<file path="config.mk">
export PLATFORM = sky130hd
export DESIGN_NAME = serial_transmitter
export DESIGN_NICKNAME = d
export VERILOG_FILES = /design/src/rtl/serial_pkg.sv /design/src/rtl/bit_timer.sv /design/src/rtl/serial_transmitter.sv
export SDC_FILE = /design/constraint.sdc
export NUM_CORES = 1
export LEC_CHECK = 0
export BUFFER_PORTS_ARGS = -buffer_cell sky130_fd_sc_hd__buf_2
export CORE_ASPECT_RATIO = 0.75
export CORE_MARGIN = 2
export CORE_UTILIZATION = 55
export CTS_CLUSTER_DIAMETER = 30
export CTS_CLUSTER_SIZE = 40
export DETAILED_ROUTE_END_ITERATION = 7
export PLACE_DENSITY = 0.76
export SLEW_MARGIN = 10
export SYNTH_ARGS = -nofsm -noshare
export SYNTH_HDL_FRONTEND = slang
export SYNTH_SLANG_ARGS = --single-unit
</file>
<file path="constraint.sdc">
create_clock -name clk -period 3.1 [get_ports clk]
set_input_delay 0.62 -clock clk [delete_from_list [all_inputs] [get_ports clk]]
set_output_delay 0.62 -clock clk [all_outputs]
set_load 0.02 [all_outputs]
</file>
<file path="src/rtl/serial_pkg.sv">
// Shared definitions for the serial transmitter/receiver pair: frame formats,
// FSM states and the latched per-frame configuration.
package serial_pkg;

    localparam int unsigned WORD_W    = 8;
    localparam int unsigned TIMER_W   = 4;
    localparam int unsigned BIT_CNT_W = 4;
    localparam int unsigned FUNC_W    = 2;

    localparam logic [FUNC_W-1:0] FMT_NONE  = 2'b00;
    localparam logic [FUNC_W-1:0] FMT_EVEN  = 2'b01;
    localparam logic [FUNC_W-1:0] FMT_ODD   = 2'b10;
    localparam logic [FUNC_W-1:0] FMT_2STOP = 2'b11;

    typedef enum logic [2:0] {
        IDLE   = 3'd0,
        START  = 3'd1,
        DATA   = 3'd2,
        PARITY = 3'd3,
        STOP   = 3'd4
    } tx_state_t;

    typedef struct packed {
        logic [FUNC_W-1:0]  func;
        logic [TIMER_W-1:0] m;
    } frame_cfg_t;

endpackage

</file>
<file path="src/rtl/bit_timer.sv">
// Loadable down-counter; tick marks the last clock of each (period+1)-clock bit.
module bit_timer
    import serial_pkg::*;
(
    input  logic               clk,
    input  logic               reset,
    input  logic               en,
    input  logic               load,
    input  logic [TIMER_W-1:0] period,
    output logic               tick
);

    logic [TIMER_W-1:0] count;

    assign tick = en && (count == '0);

    always_ff @(posedge clk or negedge reset) begin
        if (!reset) begin
            count <= '0;
        end else if (load) begin
            count <= period;
        end else if (en) begin
            count <= tick ? period : count - TIMER_W'(1);
        end
    end

endmodule

</file>
<file path="src/rtl/serial_transmitter.sv">
// Parallel-to-serial framer: start bit, 8 data bits LSB first, optional parity,
// one or two stop bits, with a valid/ready word input.
module serial_transmitter
    import serial_pkg::*;
#(
    parameter int unsigned WIDTH = WORD_W
) (
    input  logic               clk,
    input  logic               reset,
    input  logic               enable,
    input  logic [FUNC_W-1:0]  func,
    input  logic [TIMER_W-1:0] m,
    input  logic [WIDTH-1:0]   word_in,
    input  logic               word_valid,
    output logic               word_ready,
    output logic               data_out,
    output logic               busy,
    output logic               done
);

    tx_state_t              state;
    frame_cfg_t             cfg;
    logic [WIDTH-1:0]       shift;
    logic [BIT_CNT_W-1:0]   bit_cnt;
    logic                   stop_cnt;
    logic                   parity_bit;
    logic                   accept;
    logic                   tick;
    logic [TIMER_W-1:0]     period;

    assign accept = enable && word_valid && word_ready && (state == IDLE);
    // A new frame loads the live m; later bits reload from the latched copy.
    assign period = accept ? m : cfg.m;

    bit_timer u_bit_timer (
        .clk    (clk),
        .reset  (reset),
        .en     (enable && (state != IDLE)),
        .load   (accept),
        .period (period),
        .tick   (tick)
    );

    always_ff @(posedge clk or negedge reset) begin
        if (!reset) begin
            state      <= IDLE;
            cfg        <= '0;
            shift      <= '0;
            bit_cnt    <= '0;
            stop_cnt   <= 1'b0;
            parity_bit <= 1'b0;
            data_out   <= 1'b1;
            word_ready <= 1'b1;
            busy       <= 1'b0;
            done       <= 1'b0;
        end else if (!enable) begin
            // Frozen: everything holds, a pending done stays visible until resumed.
            word_ready <= 1'b0;
        end else begin
            done <= 1'b0;
            unique case (state)
                IDLE: begin
                    word_ready <= 1'b1;
                    busy       <= 1'b0;
                    data_out   <= 1'b1;
                    if (accept) begin
                        shift      <= word_in;
                        cfg.func   <= func;
                        cfg.m      <= m;
                        parity_bit <= (func == FMT_ODD) ? ~^word_in : ^word_in;
                        bit_cnt    <= '0;
                        stop_cnt   <= 1'b0;
                        data_out   <= 1'b0;
                        busy       <= 1'b1;
                        word_ready <= 1'b0;
                        state      <= START;
                    end
                end
                START: begin
                    if (tick) begin
                        data_out <= shift[0];
                        state    <= DATA;
                    end
                end
                DATA: begin
                    if (tick) begin
                        if (bit_cnt == BIT_CNT_W'(WIDTH - 1)) begin
                            if ((cfg.func == FMT_EVEN) || (cfg.func == FMT_ODD)) begin
                                data_out <= parity_bit;
                                state    <= PARITY;
                            end else begin
                                data_out <= 1'b1;
                                state    <= STOP;
                            end
                        end else begin
                            bit_cnt  <= bit_cnt + BIT_CNT_W'(1);
                            shift    <= {1'b0, shift[WIDTH-1:1]};
                            data_out <= shift[1];
                        end
                    end
                end
                PARITY: begin
                    if (tick) begin
                        data_out <= 1'b1;
                        state    <= STOP;
                    end
                end
                STOP: begin
                    if (tick) begin
                        if ((cfg.func == FMT_2STOP) && !stop_cnt) begin
                            stop_cnt <= 1'b1;
                        end else begin
                            done       <= 1'b1;
                            busy       <= 1'b0;
                            word_ready <= 1'b1;
                            state      <= IDLE;
                        end
                    end
                end
                default: state <= IDLE;
            endcase
        end
    end

endmodule

</file>
==> results.txt <==
----------------------------------------------------
[Run status]
  Result of the run ... completed

[Logic synthesis]
  Leading register cell type out of synthesis ... dfrtp_1
  Leading cell type by number of instances after synthesis ... dfrtp_1
  Leading cell types by total area after synthesis ... dfrtp_1, mux2_2, nand2_1, dfstp_2, ha_1
  Fraction of registers with async set/reset ... between 90% and 100%
  Count of flip-flops with a built-in enable after synthesis ... 0
  Mean instance size in the synthesized netlist ... between 10 and 15 um2
  Synthesis Warnings ... 0
  Cell taking the most area after synthesis ... dfrtp_1
  Yosys cell types ... between 40 and 50
  Cell area after synthesis ... about 1800 um2
  Synthesized instance count ... 173
  Area share of the largest cell type after synthesis ... approximately two fifths
  Most numerous cell types in the synthesized netlist ... dfrtp_1, nand2_1, mux2_2
  Total of flip-flops plus latches after synthesis ... 31
  Syn nets ... just under 200
  Sequential area share after synthesis ... roughly 44%

[Floorplan]
  # rows ... 17
  Top-Level Pins ... 22
  Die Area ... between 3000 and 4000 um2
  Initial core utilization ... 58.8%
  Die Y-Extent ... approximately 53 um
  Overall die width ... approximately 69 um
  Placeable core area ... roughly 3000 um2

[GRT]
  Wire length of the first global-routing pass ... between 6000 and 7000 um
  Number of global-route vias before repair ... 1,281
  Largest net degree at the start of global routing ... 32
  Global router's overall resource usage ... 22.7%
  Remaining Overflow, GRT ... 0
  Antenna violations before repair ... 0

[STA]
  FMAX ... between 0.4 and 0.5 GHz
  Worst slew margin ... a little under three fifths
  Actual slew at the worst max-slew pin ... around 0.67 ns
  Setup TNS ... 0 ns
  Unrepaired setup endpoints after global routing ... no
  Number of pins with negative max-slew slack in the final report ... 0
  Minimum period implied by the final worst setup slack ... around 2.3 ns
  Maximum clock skew at final layout ... just under 0.003 ns
  Total setup violations reported at the end of the flow ... 0
  Hold Vio Cnt, Final ... 0
  Period utilisation layout ... 72.9%

[Power and ir drop]
  Areal power density over the cells ... between 900 and 1000 nW/um2
  Net switching power figure ... ~0.00073 W
  Leak ... 0.935 nW
  Switching share of power ... 39.5%
  Worst-case vdd ir drop ... 467 uV
  Clock power frac ... between 10% and 20%
  Internal power ... 0.00112 W
  Fraction of power consumed by sequential logic ... 40.8%
  Combinational power share ... between 40 and 50%

[Clock tree]
  Count of clock tree sinks ... 31
  Number of gates resized after cts ... 0
  Clock slew at reported path FFs ... 0.07 ns
  CTS Hold Bufs ... 0
  Buffer count from post-CTS setup fixing ... 0
  Clock Latency Late Sink ... around 0.28 ns
  H-tree depth ... 2
  Number of buffers between clock root and the deepest sink ... 2
  Total clock buffers created by CTS ... 5
  Master cell of the clock root buffer ... clkbuf_8
  Clock tree from TritonCTS ... built

[Worst setup path]
  Arrival time reported for the critical path endpoint ... between 2 and 2.5 ns
  Worst R2R Start ... u_bit_timer.count[0]
  Worst reg2reg endpoint ... bit_cnt[0]
  Depth of the worst register-to-register path ... 7
  Largest fanout on the critical path ... 11
  Endpoint required time on the critical path ... around 3.3 ns
  Worst setup SP type ... flip-flop
  Worst setup slack for register-to-register paths ... around 0.84 ns
  Critical path endpoint category ... flip-flop
  Category of the critical setup timing path ... flip-flop to flip-flop

[Placed design]
  Placed standard-cell area ... between 1500 and 2000 um2
  Last weighted congestion value of the routability-driven placer ... just over 0.9
  Post-DP HPWL ... around 2700 um
  Dpl cells ... ~230
  Number of port buffers ... 21

[Run]
  Max-cap violations ... 0

[Cells and area]
  Multi-input logic area ... 918 um2
  NumNets Final ... 216
  Area Growth Syn to Fin ... 11.6%
  Ratio of cells with drive above 1 in the final layout ... around 26%
  Sequential cell area in the final layout ... 778 um2
  Final cell count without fillers ... between 200 and 250
  Filler cell count in the final layout ... 245
  Final antenna diode count ... 0
  Area of all placed cells without fillers ... 1970 um2

[Routing]
  DR vias ... between 1,000 and 1,500
  Routed via count divided by cell count ... roughly 6
  DRC errors left ... 0
  Routed wirelength normalized by instance count ... ~16 um
  DRT Wirelength ... between 3000 and 4000 um
  Number of violations reported at the end of detailed-routing iteration 0 ... around 180
  Iteration count of the initial detailed-routing pass ... 4
  Antenna-violating nets left ... 0

[Min path]
  Hold/Removal Path Class ... primary input to asynchronous set/reset pin

----------------------------------------------------
registers in the layout, summed over array words and instances, names as in the netlist:
signal,flops
parity_bit,1
stop_cnt,1
u_bit_timer.count,4
bit_cnt,4
done,1
word_ready,1
state,3
cfg,6
shift,8
data_out,1
busy,1
area by class of cell:
class | instances | share of cell area (%)
inverter | 7 | 1.34
sequential | 31 | 39.5
clock buffer | 6 | 3.69
timing repair buffer | 22 | 5.72
multi-input combinational | 127 | 46.7
tap | 38 | 2.42
clock inverter | 2 | 0.636
worst max path at each step:
| stage | startpoint | end |
|---|---|---|
| after floorplan | u_bit_timer.count[0] | bit_cnt[0] |
| after global placement | enable | shift[2] |
| after detailed placement | enable | bit_cnt[0] |
| after CTS | u_bit_timer.count[0] | bit_cnt[0] |
| after global routing | u_bit_timer.count[0] | shift[1] |
| final | u_bit_timer.count[0] | bit_cnt[0] |
layer usage:
layer	up-vias	wire [um]	global-route usage, %	share of wire, %
met5	-	0	0	0
met4	0	31	5.88	0.83
met3	5	234	6.29	6.3
met2	45	1630	35.1	44
met1	666	1840	31.8	49
li1	658	-	-	-
power groups by stage:
stage	Sequential [W]	Combinational, W	Clock (W)
after global routing	0.000782	0.000875	0.000332
after global placement	0.000743	0.000747	0
after CTS	0.000752	0.000779	0.000312
after detailed placement	0.000755	0.000773	0
after floorplan	0.000703	0.000637	0
final	0.000758	0.000787	0.000310
worst max-delay path, cell delays in order, from the launching register on:
cell and delay (ns):
dfrtp_1 0.40, inv_1 0.12, ha_1 0.20, nand4bb_1 0.29, o21a_1 0.31, nor4_2 0.22, buf_4 0.24, mux2_2 0.35
placed cells by master, fill, tap and decap left out, types with 3 or more instances in the layout:
cell / synthesis / final
nand2b_1: 4 / 4
a31oi_1: 3 / 3
o21a_1: 3 / 3
mux2i_1: 4 / 4
a21oi_1: 3 / 3
dfrtp_1: 29 / 29
nor2_1: 10 / 10
nor3_1: 4 / 4
inv_1: 7 / 7
o21ai_0: 7 / 7
clkbuf_8: 0 / 5
buf_2: 2 / 21
ha_1: 4 / 4
xnor2_1: 5 / 5
nand2_1: 25 / 25
a22o_1: 4 / 4
nor2b_1: 3 / 3
mux2_2: 16 / 16
per-stage QoR:
| step | utilization [%] | power (W) | hold slack (ns) | setup slack [ns] |
|---|---|---|---|---|
| after floorplan | - | 0.00134 | 0.324 | 1.01 |
| after global placement | 62.8 | 0.00149 | 0.457 | 0.878 |
| after detailed placement | 62.8 | 0.00153 | 0.471 | 0.779 |
| after CTS | 65.6 | 0.00184 | 0.396 | 0.862 |
| after global routing | 65.6 | 0.00199 | 0.433 | 0.656 |
| final | 65.6 | 0.00186 | 0.372 | 0.839 |
kinds of logic (layout without fill, tap and decap cells):
family          Yosys count  after routing  synth area share [%]
compound gates           35             35                  14.2
flops                    31             31                  44.1
xor+xnor                  8              8                  4.75
mux                      21             21                  13.3
fa+ha+maj                 4              4                  2.84
simple gates             59             59                  16.6
buf+inv                  15             37                  4.18
(Power assumes the default switching activity.)
